### src/rtl/bcd_pkg.sv
// Shared BCD definitions: digit type, decade limits and a helper that
// extracts one decimal decade from a binary constant at elaboration time.
package bcd_pkg;

  typedef logic [3:0] bcd_digit_t;

  localparam bcd_digit_t BCD_MAX = 4'd9;
  localparam bcd_digit_t BCD_MIN = 4'd0;

  // Decimal digit number idx (0 = units) of a binary value.
  function automatic bcd_digit_t bcd_decade(input int unsigned val, input int unsigned idx);
    int unsigned v;
    v = val;
    for (int unsigned k = 0; k < idx; k++) begin
      v = v / 10;
    end
    return bcd_digit_t'(v % 10);
  endfunction

endpackage

### src/rtl/bcd_digit.sv
// One BCD decade: digit register with increment/decrement, carry/borrow
// chaining and a clamped parallel load (digits above 9 load as 0).
module bcd_digit
  import bcd_pkg::*;
#(
  parameter bcd_digit_t RST_DIGIT = BCD_MIN
) (
  input  logic       clk,
  input  logic       rst_n,
  input  logic       step_i,      // counter is stepping this cycle
  input  logic       up_i,        // 1 = increment, 0 = decrement
  input  logic       ci_i,        // carry (up) or borrow (down) from lower decade
  input  logic       load_i,
  input  logic [3:0] load_val_i,
  output logic [3:0] digit_o,
  output logic       co_o,        // this decade rolls over when it steps
  output logic       bad_o        // load_val_i is not a legal BCD digit
);

  bcd_digit_t digit_q, digit_d;

  assign digit_o = digit_q;
  assign bad_o   = (load_val_i > BCD_MAX);
  // Carry/borrow chain is independent of step so the top can derive tc from it.
  assign co_o    = ci_i & (up_i ? (digit_q == BCD_MAX) : (digit_q == BCD_MIN));

  // Next digit: load has priority, otherwise step only when the lower decades roll over.
  always_comb begin
    digit_d = digit_q;
    if (load_i) begin
      digit_d = bad_o ? BCD_MIN : load_val_i;
    end else if (step_i && ci_i) begin
      if (up_i) begin
        digit_d = (digit_q == BCD_MAX) ? BCD_MIN : digit_q + 4'd1;
      end else begin
        digit_d = (digit_q == BCD_MIN) ? BCD_MAX : digit_q - 4'd1;
      end
    end
  end

  // Digit register, asynchronously reset to this decade of the reset value.
  always_ff @(posedge clk or negedge rst_n) begin
    if (!rst_n) begin
      digit_q <= RST_DIGIT;
    end else begin
      digit_q <= digit_d;
    end
  end

endmodule

### src/rtl/bcd_updn_counter.sv
// Multi-decade BCD up/down counter with synchronous load, terminal count,
// wrap pulse and illegal-load pulse.
// Build option: define BCD_CNT_SAT_EN to saturate at all-9 / all-0 instead
// of wrapping (wrap then stays low; tc is unchanged).
module bcd_updn_counter
  import bcd_pkg::*;
#(
  parameter int          NDIG    = 2,
  parameter int unsigned RST_VAL = 0
) (
  input  logic              clk,
  input  logic              rst_n,
  input  logic              en,
  input  logic              up,
  input  logic              load,
  input  logic [4*NDIG-1:0] load_val,
  output logic [4*NDIG-1:0] count,
  output logic              tc,
  output logic              wrap,
  output logic              load_err
);

  logic [NDIG:0]   carry;
  logic [NDIG-1:0] bad;
  logic            terminal;
  logic            step;
  logic            wrap_q, wrap_d;
  logic            load_err_q, load_err_d;

  // Units decade always sees a carry-in; the chain output marks all-9 (up) or all-0 (down).
  assign carry[0] = 1'b1;
  assign terminal = carry[NDIG];
  assign tc       = en & ~load & terminal;

`ifdef BCD_CNT_SAT_EN
  // Saturating build: suppress the step that would roll the whole counter over.
  assign step   = en & ~load & ~terminal;
  assign wrap_d = 1'b0;
`else
  assign step   = en & ~load;
  assign wrap_d = tc;
`endif

  assign load_err_d = load & (|bad);

  for (genvar g = 0; g < NDIG; g++) begin : g_digit
    bcd_digit #(
      .RST_DIGIT (bcd_decade(RST_VAL, g))
    ) u_digit (
      .clk        (clk),
      .rst_n      (rst_n),
      .step_i     (step),
      .up_i       (up),
      .ci_i       (carry[g]),
      .load_i     (load),
      .load_val_i (load_val[4*g +: 4]),
      .digit_o    (count[4*g +: 4]),
      .co_o       (carry[g+1]),
      .bad_o      (bad[g])
    );
  end

  // One-cycle status pulses registered alongside the count update.
  always_ff @(posedge clk or negedge rst_n) begin
    if (!rst_n) begin
      wrap_q     <= 1'b0;
      load_err_q <= 1'b0;
    end else begin
      wrap_q     <= wrap_d;
      load_err_q <= load_err_d;
    end
  end

  assign wrap     = wrap_q;
  assign load_err = load_err_q;

endmodule

### config.mk
export PLATFORM = sky130hd
export DESIGN_NAME = bcd_updn_counter
export DESIGN_NICKNAME = d
export VERILOG_FILES = /design/src/rtl/bcd_pkg.sv /design/src/rtl/bcd_digit.sv /design/src/rtl/bcd_updn_counter.sv
export SDC_FILE = /design/constraint.sdc
export NUM_CORES = 1
export LEC_CHECK = 0
export CAP_MARGIN = 20
export CORE_MARGIN = 2
export CORE_UTILIZATION = 50
export CTS_BUF_LIST = sky130_fd_sc_hd__clkbuf_2 sky130_fd_sc_hd__clkbuf_4 sky130_fd_sc_hd__clkbuf_8
export DETAILED_ROUTE_END_ITERATION = 10
export GPL_ROUTABILITY_DRIVEN = 0
export PLACE_DENSITY = 0.91
export SYNTH_ARGS = -nofsm -noshare
export SYNTH_HDL_FRONTEND = slang
export SYNTH_HIERARCHICAL = 1
export SYNTH_SLANG_ARGS = --single-unit
### constraint.sdc
create_clock -name clk -period 6.18 [get_ports clk]
set_input_delay 0.618 -clock clk [delete_from_list [all_inputs] [get_ports clk]]
set_output_delay 0.618 -clock clk [all_outputs]
set_load 0.005 [all_outputs]
; After elaboration in Yosys (flattened, before gate mapping)
; Cells that the tools add are included.
[word_totals]
register_bits = 10
out_inout_bits = 11
input_bits = 13
[op_classes]
eq_ne = 2
bitwise = 5
n_mux = 14
order_cmp = 2
n_addsub = 4
reduce_logical = 6
[op_table]
columns = operator, n
row1 = two-way mux 4 bit, 12
row2 = adder 4 x 1 -> 4 bit (second input constant), 2
row3 = == test 4 bit (second input constant), 2
row4 = greater-than comparator 4 bit (second input constant), 2
row5 = zero test 4 bit, 2
row6 = subtractor 4 x 1 -> 4 bit (second input constant), 2
row7 = bitwise AND 1 bit, 4
row8 = nonzero test 2 bit, 2
row9 = two-way mux 1 bit, 2
row10 = OR reduction 2 bit, 1
row11 = logical AND 1 bit, 1
row12 = inverter 1 bit, 1

; Longest topological paths before layout
; Gate-level depths: netlist (run 1).
[depth]
depth_word = 5
ltp_mapped = 6
mapped_depth_nobuf = 5

; Modules after synthesis
; The synthesis (run 1) kept the hierarchy.
[by_module_without_submodules]
columns = mod, instances, cells_per_inst, seq_area_each_um2, area_per_inst_um2
row1 = bcd_digit, 2, 49, 100.1, 424.2
row2 = bcd_updn_counter, 1, 6, 50.0, 76.3

; Least setup slack after synthesis (run 1)
; OpenSTA, ideal clock, no wires.
[synth_timing]
path_kind = input to output
from = input port up
to = output port tc
stages = 6
t_arrival_ns = 1.958
setup_slack_ns = 3.604
cell_sequence = buf_6 or3_1 a2111oi_2 inv_1 a2111oi_2 and3b_1
[synth_between]
elab_chain_cells = 3
[synth_rtl]
columns = element, line
row1 = "start, declared", bcd_updn_counter.sv:14  ; input logic up,
row2 = two-way mux 1 bit, bcd_digit.sv:25  ; assign co_o = ci_i & (up_i ? (digit_q == BCD_MAX) : (digit_q == BCD_MIN));
row3 = via carry[1], bcd_updn_counter.sv:23  ; logic [NDIG:0] carry;
row4 = bitwise AND 1 bit, bcd_digit.sv:25
row5 = via carry[2], bcd_updn_counter.sv:23
row6 = bitwise AND 1 bit, bcd_updn_counter.sv:33  ; assign tc = en & ~load & terminal;
row7 = "end, declared", bcd_updn_counter.sv:18  ; output logic tc,
; The timed path passes the listed nets, and every way through them passes these cells.

; Worst setup path after layout (run 1)
; Same ends and word-level chain as after synthesis.

==> summary.md, run 1 <==
| Metric | Value |
|---|---|
| Run status | `finished, final reports clean` |
| Seq pwr share | `0.425` |
| Logic pwr share | `0.281` |
| # Post-CTS Setup Buffers | `0` |
| CP Class | `in2out` |
| Worst-margin pin slew | `621 ps` |
| Area Growth Syn to Fin | `21.9%` |
| Syn Area/Cell | `8.89 um^2` |
| First-pass GRT wire length | `3.36 mm` |
| Top Usage Layer GRT | `met2` |
| Inserted Diodes | `0` |
| CP Capture Type | `output pin` |
| GRT Util Overall | `0.213` |
| IO Port Bufs | `23` |
| Initial antenna violation count | `0` |
| Clk_lat worst skew | `270 ps` |
| Vias | `836` |
| Synthesized instance count | `104` |
| Post_cts resized | `0` |
| Vias per Instance | `5.65` |
| Max_cap viols | `0` |
| Chip Height | `47.0 um` |
| Die area | `2210 um^2` |
| Power Density | `182 nW/um^2` |
| Crit-path max FO | `20` |
| Synth top area cells | `dfrtp_1 27%, buf_6 7.3%, o21a_1 4.1%` |
| Setup violations, final | `0` |
| Switching Share | `0.309` |
| Met1 GRT Util | `0.281` |
| Reg clk slew, reported paths | `70 ps` |
| Met3 Usage GRT | `0.0577` |
| Post-DP HPWL | `1.49 mm` |
| Crit path required time | `5560 ps` |
| Clock Tree Buf Depth | `2` |
| Total gr overflow | `0` |
| Crit start category | `input port` |
| Hold Crit Class | `in2async` |
| Clock Sinks | `10` |
| Slew Limit Fails | `0` |
| Initial drt markers | `9` |
| Achievable Freq | `255 MHz` |
| Register area share after synthesis | `0.271` |
| H-tree levels | `1` |
| Largest net degree at the start of global routing | `22` |
| Post-CTS Hold Fix Bufs | `0` |
| Clock Power Share | `0.294` |
| Worst VDD drop | `131 uV` |
| Yosys warns | `6` |
| Clock root buffer | `clkbuf_4` |
| Number of global-route vias before repair | `752` |
| Power Internal | `0.000142 W` |
| Layout filler cell count | `144` |
| Residual DRC | `0` |
| Post-synth top area share | `0.271` |
| Die Width | `47.0 um` |
| DP Area | `1090 um^2` |
| Number of buffers created by CTS | `3` |
| Met2 Use GR | `0.359` |
| CP arrival | `3300 ps` |
| Final net count | `137` |
| Layout cells sized above 1 | `0.0976` |
| Fin. Hold Viols | `0` |
| Clock Skew | `6.58 ps` |
| Cell area after synthesis | `925 um^2` |
| Final ANT Viol Nets | `0` |
| Starting Density | `0.536` |
| Synth area leader | `dfrtp_1` |
| 1st-pass router iterations | `4` |
| Wire length per cell | `13.6 um` |
| Flip-flop and latch count after synthesis | `10` |
| RSZ-0062 raised after global routing | `false` |
| Ratio of final minimum period to clock period | `0.634` |
| Final worst path period need | `3920 ps` |
| Core area | `1730 um^2` |
| Setup tns final | `0 ps` |
| Row count | `15` |
| Max_slew headroom | `0.585` |
| Total Wirelength | `2.01 mm` |
| Distinct cell type count after synthesis | `34` |
| Switch Pwr | `0.0000633 W` |
| Commonest non-fill, non-tap cell in the layout | `clkdlybuf4s50_1` |
| Most frequent cells in the layout | `23 x clkdlybuf4s50_1, 10 x dfrtp_1, 6 x inv_1, 6 x nand2_1, 6 x o21ai_0` |
| TritonCTS clock tree | `done` |
| Number of I/O pins | `24` |
| Leak | `0.440 nW` |
| Post-route cell area | `1130 um^2` |
worst paths after layout:
path | end | slack, ps | cells after the start | from
setup / recovery | tc | 2260 | 7 | up
hold / removal | g_digit[0].u_digit/digit_o[2] | 670 | 1 | rst_n
setup reg to reg | g_digit[1].u_digit/digit_o[1] | 3880 | 5 | g_digit[0].u_digit/digit_o[0]
hold reg to reg | g_digit[0].u_digit/digit_o[3] | 760 | 2 | g_digit[0].u_digit/digit_o[2]
max in group asynchronous | g_digit[1].u_digit/digit_o[2] | 5170 | 1 | rst_n
min in group clk | g_digit[0].u_digit/digit_o[3] | 760 | 2 | g_digit[0].u_digit/digit_o[2]
critical path: stages:
cell	delay, ps
clkdlybuf4s50_1	710
or3_1	490
a2111oi_2	470
inv_1	100
a2111oi_2	200
and3b_1	210
clkdlybuf4s50_1	500
per-stage QoR:
stage	hold WS, ps	instances	worst slack [ps]	utilization	power [W]
5_1_grt	705	148	2060	0.653	0.000219
2_1_floorplan	322	106	3600	-	0.000125
6_report	672	148	2260	0.653	0.000205
3_3_place_gp	719	144	2370	0.632	0.000143
4_1_cts	678	148	2250	0.653	0.000208
3_5_place_dp	745	144	2280	0.632	0.000145
power by group through the flow:
stage | Sequential [W] | Clock [W] | Combinational (W)
floorplan | 0.0000786 | 0 | 0.0000463
global placement | 0.0000867 | 0 | 0.0000558
detailed placement | 0.0000878 | 0 | 0.0000573
CTS | 0.0000866 | 0.0000631 | 0.0000578
global route | 0.0000889 | 0.0000665 | 0.0000633
finish | 0.0000871 | 0.0000601 | 0.0000576
cell families after synthesis:
group / share of synthesized area
and+or+nand+nor: 0.279
AOI/OAI and AO/OA: 0.254
buffers and inverters: 0.135
DFF: 0.271
xor gates and xnor gates: 0.0568
other: 0.00406
state kept, by name, summed over array words and instances (netlist names):
| register | flops |
|---|---|
| load_err | 1 |
| g_digit.u_digit/digit_o | 8 |
| wrap | 1 |
per-layer routing:
| metal | part of all wire | vias up |
|---|---|---|
| li1 | - | 419 |
| met1 | 0.45 | 395 |
| met2 | 0.50 | 22 |
| met3 | 0.045 | 0 |
| met4 | 0 | 0 |
| met5 | 0 | - |
synth_stat cells:
library cell and count:
dfrtp_1 10, buf_6 6, inv_1 6, nand2_1 6, o21ai_0 6, o21a_1 5
nand3_1 4, nor2_1 4, o31a_1 4, xor2_1 4, and3b_1 3, nor2b_1 3
a2111oi_0 2, a2111oi_2 2, a21oi_1 2, a22o_1 2, a22oi_1 2, a311oi_1 2
a31oi_1 2, and2_2 2, and4b_2 2, buf_2 2, dlymetal6s2s_1 2, nand3b_1 2
nor3_1 2, nor3b_1 2, nor4_1 2, o22ai_1 2, or2b_1 2, or3_1 2
or3b_2 2, or4b_1 2, xnor2_1 2, conb_1 1
cell type report:
cell class | instances | area [um^2] | area share
Clock buffer | 4 | 36.3 | 0.0322
Sequential cell | 10 | 250 | 0.222
Tap cell | 25 | 31.3 | 0.0277
Multi-Input combinational cell | 80 | 557 | 0.494
Timing Repair Buffer | 23 | 230 | 0.204
Inverter | 6 | 22.5 | 0.0200
No activity file was read; power rests on OpenSTA's default activity.
==> inputs of run 2 (changes only) <==
==> constraint.sdc (replaced) <==
create_clock -name clk -period 4.06 [get_ports clk]
set_input_delay 0.406 -clock clk [delete_from_list [all_inputs] [get_ports clk]]
set_output_delay 0.406 -clock clk [all_outputs]
set_load 0.005 [all_outputs]
==> run 2 against run 1 <==
Net effect:
- register-to-register slack worse by 2100 ps
- clock skew is 3.8 ps lower
- utilization is 0.43 points higher
- sequential power is 52% higher
- final area is 0.67% higher
- power is 52% higher
- final cell count is 0.68% higher
- flip-flop and latch count stayed put
- global-route usage is 1.4 points lower
- hold slack worse by 220 ps
- critical path depth is 1 higher
- critical endpoint unchanged
==> summary.md, run 2 (same netlist as run 1, synthesis figures left out) <==
| Metric | Value |
|---|---|
| Run status | `finished, final reports clean (unchanged)` |
| Clock Tree Buf Depth | `2 (unchanged)` |
| Starting Density | `0.536 (unchanged)` |
| Reg2reg path depth | `5 (unchanged)` |
| Worst-margin pin slew | `639 ps (was 621 ps)` |
| Setup WS pre-CTS | `859 ps (was 2280 ps)` |
| Final net count | `138 (was 137)` |
| 1st-pass router iterations | `4 (unchanged)` |
| Total gr overflow | `0 (unchanged)` |
| Final ANT Viol Nets | `0 (unchanged)` |
| Max_slew headroom | `0.573 (was 0.585)` |
| Total chip power | `0.000312 W (was 0.000205 W)` |
| Clock Sinks | `10 (unchanged)` |
| Clock root buffer | `clkbuf_4 (unchanged)` |
| Initial drt markers | `31 (was 9)` |
| Fin. Hold Viols | `0 (unchanged)` |
| Setup crit start | `up (unchanged)` |
| Layout cells sized above 1 | `0.105 (was 0.0976)` |
| Crit path required time | `3650 ps (was 5560 ps)` |
| Die Width | `47.0 um (unchanged)` |
| TritonCTS clock tree | `done (unchanged)` |
| Commonest non-fill, non-tap cell in the layout | `clkdlybuf4s50_1 (unchanged)` |
| Clock Skew | `2.83 ps (was 6.58 ps)` |
| Inserted Diodes | `0 (unchanged)` |
| Total Wirelength | `1.97 mm (was 2.01 mm)` |
| Slew Limit Fails | `0 (unchanged)` |
| Core area | `1730 um^2 (unchanged)` |
| Hold Crit Class | `in2async (unchanged)` |
| Wire length per cell | `13.2 um (was 13.6 um)` |
| IO Port Bufs | `23 (unchanged)` |
| Die area | `2210 um^2 (unchanged)` |
| Power Density | `275 nW/um^2 (was 182 nW/um^2)` |
| Chip Height | `47.0 um (unchanged)` |
| Post_cts resized | `0 (unchanged)` |
| Initial antenna violation count | `0 (unchanged)` |
| Vias | `866 (was 836)` |
| Vias per Instance | `5.81 (was 5.65)` |
| Hold_ws | `454 ps (was 672 ps)` |
| GRT Util Overall | `0.199 (was 0.213)` |
| Reg-to-Reg End | `g_digit[1].u_digit/digit_o[1] (unchanged)` |
| H-tree levels | `1 (unchanged)` |
| Achievable Freq | `310 MHz` |
| Residual DRC | `0 (unchanged)` |
| Post-route cell area | `1130 um^2 (about the same)` |
| Leak | `0.445 nW (was 0.440 nW)` |
| Ratio of final minimum period to clock period | `0.794` |
| Number of buffers created by CTS | `3 (unchanged)` |
| # Post-CTS Setup Buffers | `0 (unchanged)` |
| Max_cap viols | `0 (unchanged)` |
| Post-CTS Hold Fix Bufs | `0 (unchanged)` |
| Layout filler cell count | `147 (was 144)` |
| CP arrival | `2820 ps (was 3300 ps)` |
| First-pass GRT wire length | `3.08 mm (was 3.36 mm)` |
| Max FFs per register | `8 (unchanged)` |
| Crit-path max FO | `20 (unchanged)` |
| Post-DP HPWL | `1.49 mm (about the same)` |
| Most frequent cells in the layout | `23 x clkdlybuf4s50_1, 10 x dfrtp_1, 6 x inv_1, 6 x nand2_1, 6 x o21ai_0 (unchanged)` |
| Largest net degree at the start of global routing | `22 (unchanged)` |
| Setup violations, final | `0 (unchanged)` |
| Number of I/O pins | `24 (unchanged)` |
| Crit start category | `input port (unchanged)` |
| PnR worst setup slack | `838 ps (was 2260 ps)` |
| Final worst path period need | `3220 ps` |
| Worst VDD drop | `221 uV (was 131 uV)` |
| Setup tns final | `0 ps (unchanged)` |
| Reg-to-reg slack, setup | `1790 ps (was 3880 ps)` |
| RR Startpoint | `g_digit[0].u_digit/digit_o[0] (unchanged)` |
| Area Growth Syn to Fin | `22.7% (was 21.9%)` |
| CP Class | `in2out (unchanged)` |
| Reg clk slew, reported paths | `70 ps (about the same)` |
| Row count | `15 (unchanged)` |
| RSZ-0062 raised after global routing | `false (unchanged)` |
| Number of global-route vias before repair | `695 (was 752)` |
| CP Capture Type | `output pin (unchanged)` |
| Clk_lat worst skew | `270 ps (about the same)` |
| DP Area | `1100 um^2 (was 1090 um^2)` |
run 2: cell count changes in the layout (fill, tap and decap cells not counted), sizes merged:
cell  before  now
buf        0    1
run 2: cell type report:
cell class | instances | area (um^2) | share of cell area
Inverter | 6 | 22.5 | 0.0198
Sequential cell | 10 | 250 | 0.221
Clock buffer | 4 | 36.3 | 0.0320
Timing Repair Buffer | 24 | 238 | 0.209
Tap cell | 25 | 31.3 | 0.0276
Multi-Input combinational cell | 80 | 557 | 0.491
run 2: worst max-delay path by stage:
stage,end,cells after the start
floorplan,tc,6
global placement,tc,8
detailed placement,tc,8
CTS,tc,8
global route,tc,8
finish,tc,8
run 2: metal layers:
layer / wire length [um] / part of all wire / GRT usage
met5: 0 / 0 / 0
met3: 100 / 0.051 / 0.0423
met1: 870 / 0.44 / 0.282
met2: 986 / 0.50 / 0.304
met4: 12 / 0.0061 / 0.0611
run 2: worst max-delay path: stages:
cell             delay, ps
clkdlybuf4s50_1        400
buf_4                  190
or3_1                  330
a2111oi_2              450
inv_1                   90
a2111oi_2              220
and3b_1                220
clkdlybuf4s50_1        500
run 2: per-stage QoR:
step / util / instances
after CTS: 0.657 / 149
after global routing: 0.657 / 149
after floorplan: - / 106
after global placement: 0.636 / 145
final: 0.657 / 149
after detailed placement: 0.636 / 145
run 2: report_power, final:
part,leakage [nW],switching [W],total (W),internal (W)
registers,0.124,0.0000239,0.000132,0.000108
clock network,0.0210,0.0000369,0.0000914,0.0000545
logic,0.300,0.0000351,0.0000885,0.0000535
total,0.445,0.0000959,0.000312,0.000216
==> inputs of run 3 (changes only) <==
--- a/config.mk
+++ b/config.mk
@@ -7,11 +7,11 @@
 export LEC_CHECK = 0
 export CAP_MARGIN = 20
 export CORE_MARGIN = 2
-export CORE_UTILIZATION = 50
+export CORE_UTILIZATION = 45
 export CTS_BUF_LIST = sky130_fd_sc_hd__clkbuf_2 sky130_fd_sc_hd__clkbuf_4 sky130_fd_sc_hd__clkbuf_8
 export DETAILED_ROUTE_END_ITERATION = 10
 export GPL_ROUTABILITY_DRIVEN = 0
-export PLACE_DENSITY = 0.91
+export PLACE_DENSITY = 0.87
 export SYNTH_ARGS = -nofsm -noshare
 export SYNTH_HDL_FRONTEND = slang
 export SYNTH_HIERARCHICAL = 1
==> constraint.sdc (replaced) <==
create_clock -name clk -period 2.79 [get_ports clk]
set_input_delay 0.279 -clock clk [delete_from_list [all_inputs] [get_ports clk]]
set_output_delay 0.279 -clock clk [all_outputs]
set_load 0.005 [all_outputs]
==> run 3 against run 2 <==
Net effect:
- final cell count grew 6.7%
- clock-buffer cell count unchanged
- via count is 2.5% higher
- hold slack got worse by 130 ps
- clock power up 49%
- non-clock buffer count grew 8
- worst setup slack lost 750 ps
- power grew 54%
- critical endpoint unchanged
==> summary.md, run 3 (same netlist as run 1, synthesis figures left out) <==
| Metric | Value |
|---|---|
| Achievable Freq | `370 MHz` |
| Total Wirelength | `2.25 mm (was 1.97 mm)` |
| Worst VDD drop | `283 uV (was 221 uV)` |
| Max FFs per register | `8 (unchanged)` |
| Hold Crit Class | `in2async (unchanged)` |
| Most used cell, CP | `clkdlybuf4s50_1` |
| Initial antenna violation count | `0 (unchanged)` |
| Sequential cell area | `250 um^2 (unchanged)` |
| Starting Density | `0.476 (was 0.536)` |
| Post-CTS Hold Fix Bufs | `0 (unchanged)` |
| Layout cells sized above 1 | `0.189 (was 0.105)` |
| Crit start category | `input port (unchanged)` |
| CP Capture Type | `output pin (unchanged)` |
| H-tree levels | `1 (unchanged)` |
| First-pass GRT wire length | `3.73 mm (was 3.08 mm)` |
| Clk_lat worst skew | `280 ps (was 270 ps)` |
| Max stage delay on crit path | `500 ps (about the same)` |
| Fin. Hold Viols | `0 (unchanged)` |
| Final core utilization | `0.639 (was 0.657)` |
| Number of buffers created by CTS | `3 (unchanged)` |
| Crit-path max FO | `10 (was 20)` |
| Total gr overflow | `0 (unchanged)` |
| Largest net degree at the start of global routing | `20 (was 22)` |
| Final worst path period need | `2700 ps` |
| Levels on crit path | `7 (was 8)` |
| Commonest non-fill, non-tap cell in the layout | `clkdlybuf4s50_1 (unchanged)` |
| Most frequent cells in the layout | `23 x clkdlybuf4s50_1, 10 x dfrtp_1, 8 x buf_4 (was 23 x clkdlybuf4s50_1, 10 x dfrtp_1, 6 x inv_1, 6 x nand2_1, 6 x o21ai_0)` |
| Final ANT Viol Nets | `0 (unchanged)` |
| CP Buf/Inv Count | `4 (unchanged)` |
| Placed cell count | `152 (was 145)` |
| Area Growth Syn to Fin | `34.2% (was 22.7%)` |
| Run status | `finished, final reports clean (unchanged)` |
| Clock Sinks | `10 (unchanged)` |
| Max_cap viols | `0 (unchanged)` |
| Leak | `0.490 nW (was 0.445 nW)` |
| Power Density | `388 nW/um^2 (was 275 nW/um^2)` |
| Reg clk slew, reported paths | `70 ps (about the same)` |
| Ratio of final minimum period to clock period | `0.968` |
| Vias per Instance | `5.58 (was 5.81)` |
| Reg2reg path depth | `7 (was 5)` |
| Die area | `2430 um^2 (was 2210 um^2)` |
| RSZ-0062 raised after global routing | `false (unchanged)` |
| Core area | `1940 um^2 (was 1730 um^2)` |
| Setup WS pre-CTS | `-5.90 ps (was 859 ps)` |
| GRT Util Overall | `0.198 (was 0.199)` |
| Clock root buffer | `clkbuf_4 (unchanged)` |
| 1st-pass router iterations | `4 (unchanged)` |
| Chip Height | `49.3 um (was 47.0 um)` |
| Wire length per cell | `14.2 um (was 13.2 um)` |
| CP max-delay cell | `clkdlybuf4s50_1 (unchanged)` |
| Final net count | `146 (was 138)` |
| Post-DP HPWL | `1.62 mm (was 1.49 mm)` |
| Non-filler cells, final | `159 (was 149)` |
| Inserted Diodes | `0 (unchanged)` |
| CP arrival | `2420 ps (was 2820 ps)` |
| Initial drt markers | `31 (unchanged)` |
| Post-route cell area | `1240 um^2 (was 1130 um^2)` |
| IO Port Bufs | `23 (unchanged)` |
| CP delay by family, top | `buffers and inverters (unchanged)` |
| CP Class | `in2out (unchanged)` |
| PnR worst setup slack | `88.3 ps (was 838 ps)` |
| Number of global-route vias before repair | `785 (was 695)` |
| Crit path required time | `2510 ps (was 3650 ps)` |
| Clock Skew | `2.02 ps (was 2.83 ps)` |
| Setup violations, final | `0 (unchanged)` |
| TritonCTS clock tree | `done (unchanged)` |
| Row count | `16 (was 15)` |
| Vias | `888 (was 866)` |
| Critical-path cell list | `clkdlybuf4s50_1 > buf_6 > buf_4 > or3_4 > a2111oi_4 > and3b_1 > clkdlybuf4s50_1 (was clkdlybuf4s50_1 > buf_4 > or3_1 > a2111oi_2 > inv_1 > a2111oi_2 > and3b_1 > clkdlybuf4s50_1)` |
| DP Area | `1140 um^2 (was 1100 um^2)` |
| Die Width | `49.3 um (was 47.0 um)` |
| Multi-input logic area | `597 um^2 (was 557 um^2)` |
| Clock Tree Buf Depth | `2 (unchanged)` |
| Slew Limit Fails | `0 (unchanged)` |
| Layout filler cell count | `155 (was 147)` |
| Number of I/O pins | `24 (unchanged)` |
| Residual DRC | `0 (unchanged)` |
-- run 3: repair_timing --
action                     4_1_cts  5_1_grt
gates resized for setup          3        4
pin swaps                        1        2
setup endpoints to repair        1        1
buffers inserted                 0        3
-- run 3: area by class of cell --
| type | instances | area share |
|---|---|---|
| sequential | 10 | 0.202 |
| timing repair buffer | 32 | 0.243 |
| tap | 27 | 0.0272 |
| inverter | 6 | 0.0181 |
| multi-input combinational | 80 | 0.481 |
| clock buffer | 4 | 0.0292 |
-- run 3: layer usage --
| metal | GRT usage | part of all wire | vias to the layer above |
|---|---|---|---|
| met4 | 0.0571 | 0.0084 | 0 |
| met5 | 0 | 0 | - |
| met1 | 0.254 | 0.43 | 423 |
| li1 | - | - | 436 |
| met2 | 0.331 | 0.51 | 26 |
| met3 | 0.0429 | 0.051 | 3 |
-- run 3: path summary, 6_finish.rpt --
kind	startpoint	end	slack, ps
worst max-delay path	up	tc	90
worst max register to register	g_digit[0].u_digit/digit_o[3]	g_digit[1].u_digit/digit_o[1]	580
worst min-delay path	rst_n	g_digit[1].u_digit/digit_o[1]	330
max in group asynchronous	rst_n	g_digit[0].u_digit/digit_o[3]	2130
worst min register to register	g_digit[0].u_digit/digit_o[0]	g_digit[0].u_digit/digit_o[3]	770
min in group clk	load_val[4]	g_digit[1].u_digit/digit_o[0]	550
-- run 3: through the flow --
step                      hold WS, ps  setup TNS (ps)  power [W]
after detailed placement          636           -5.90   0.000333
final                             325               0   0.000481
after global placement            623               0   0.000327
after floorplan                 -16.6               0   0.000277
after CTS                         333               0   0.000477
after global routing              346               0   0.000508
-- run 3: where the power goes --
part	internal (W)	switching, W
clock	0.0000795	0.0000565
sequential	0.000157	0.0000248
combinational	0.0000921	0.0000710
total	0.000329	0.000152
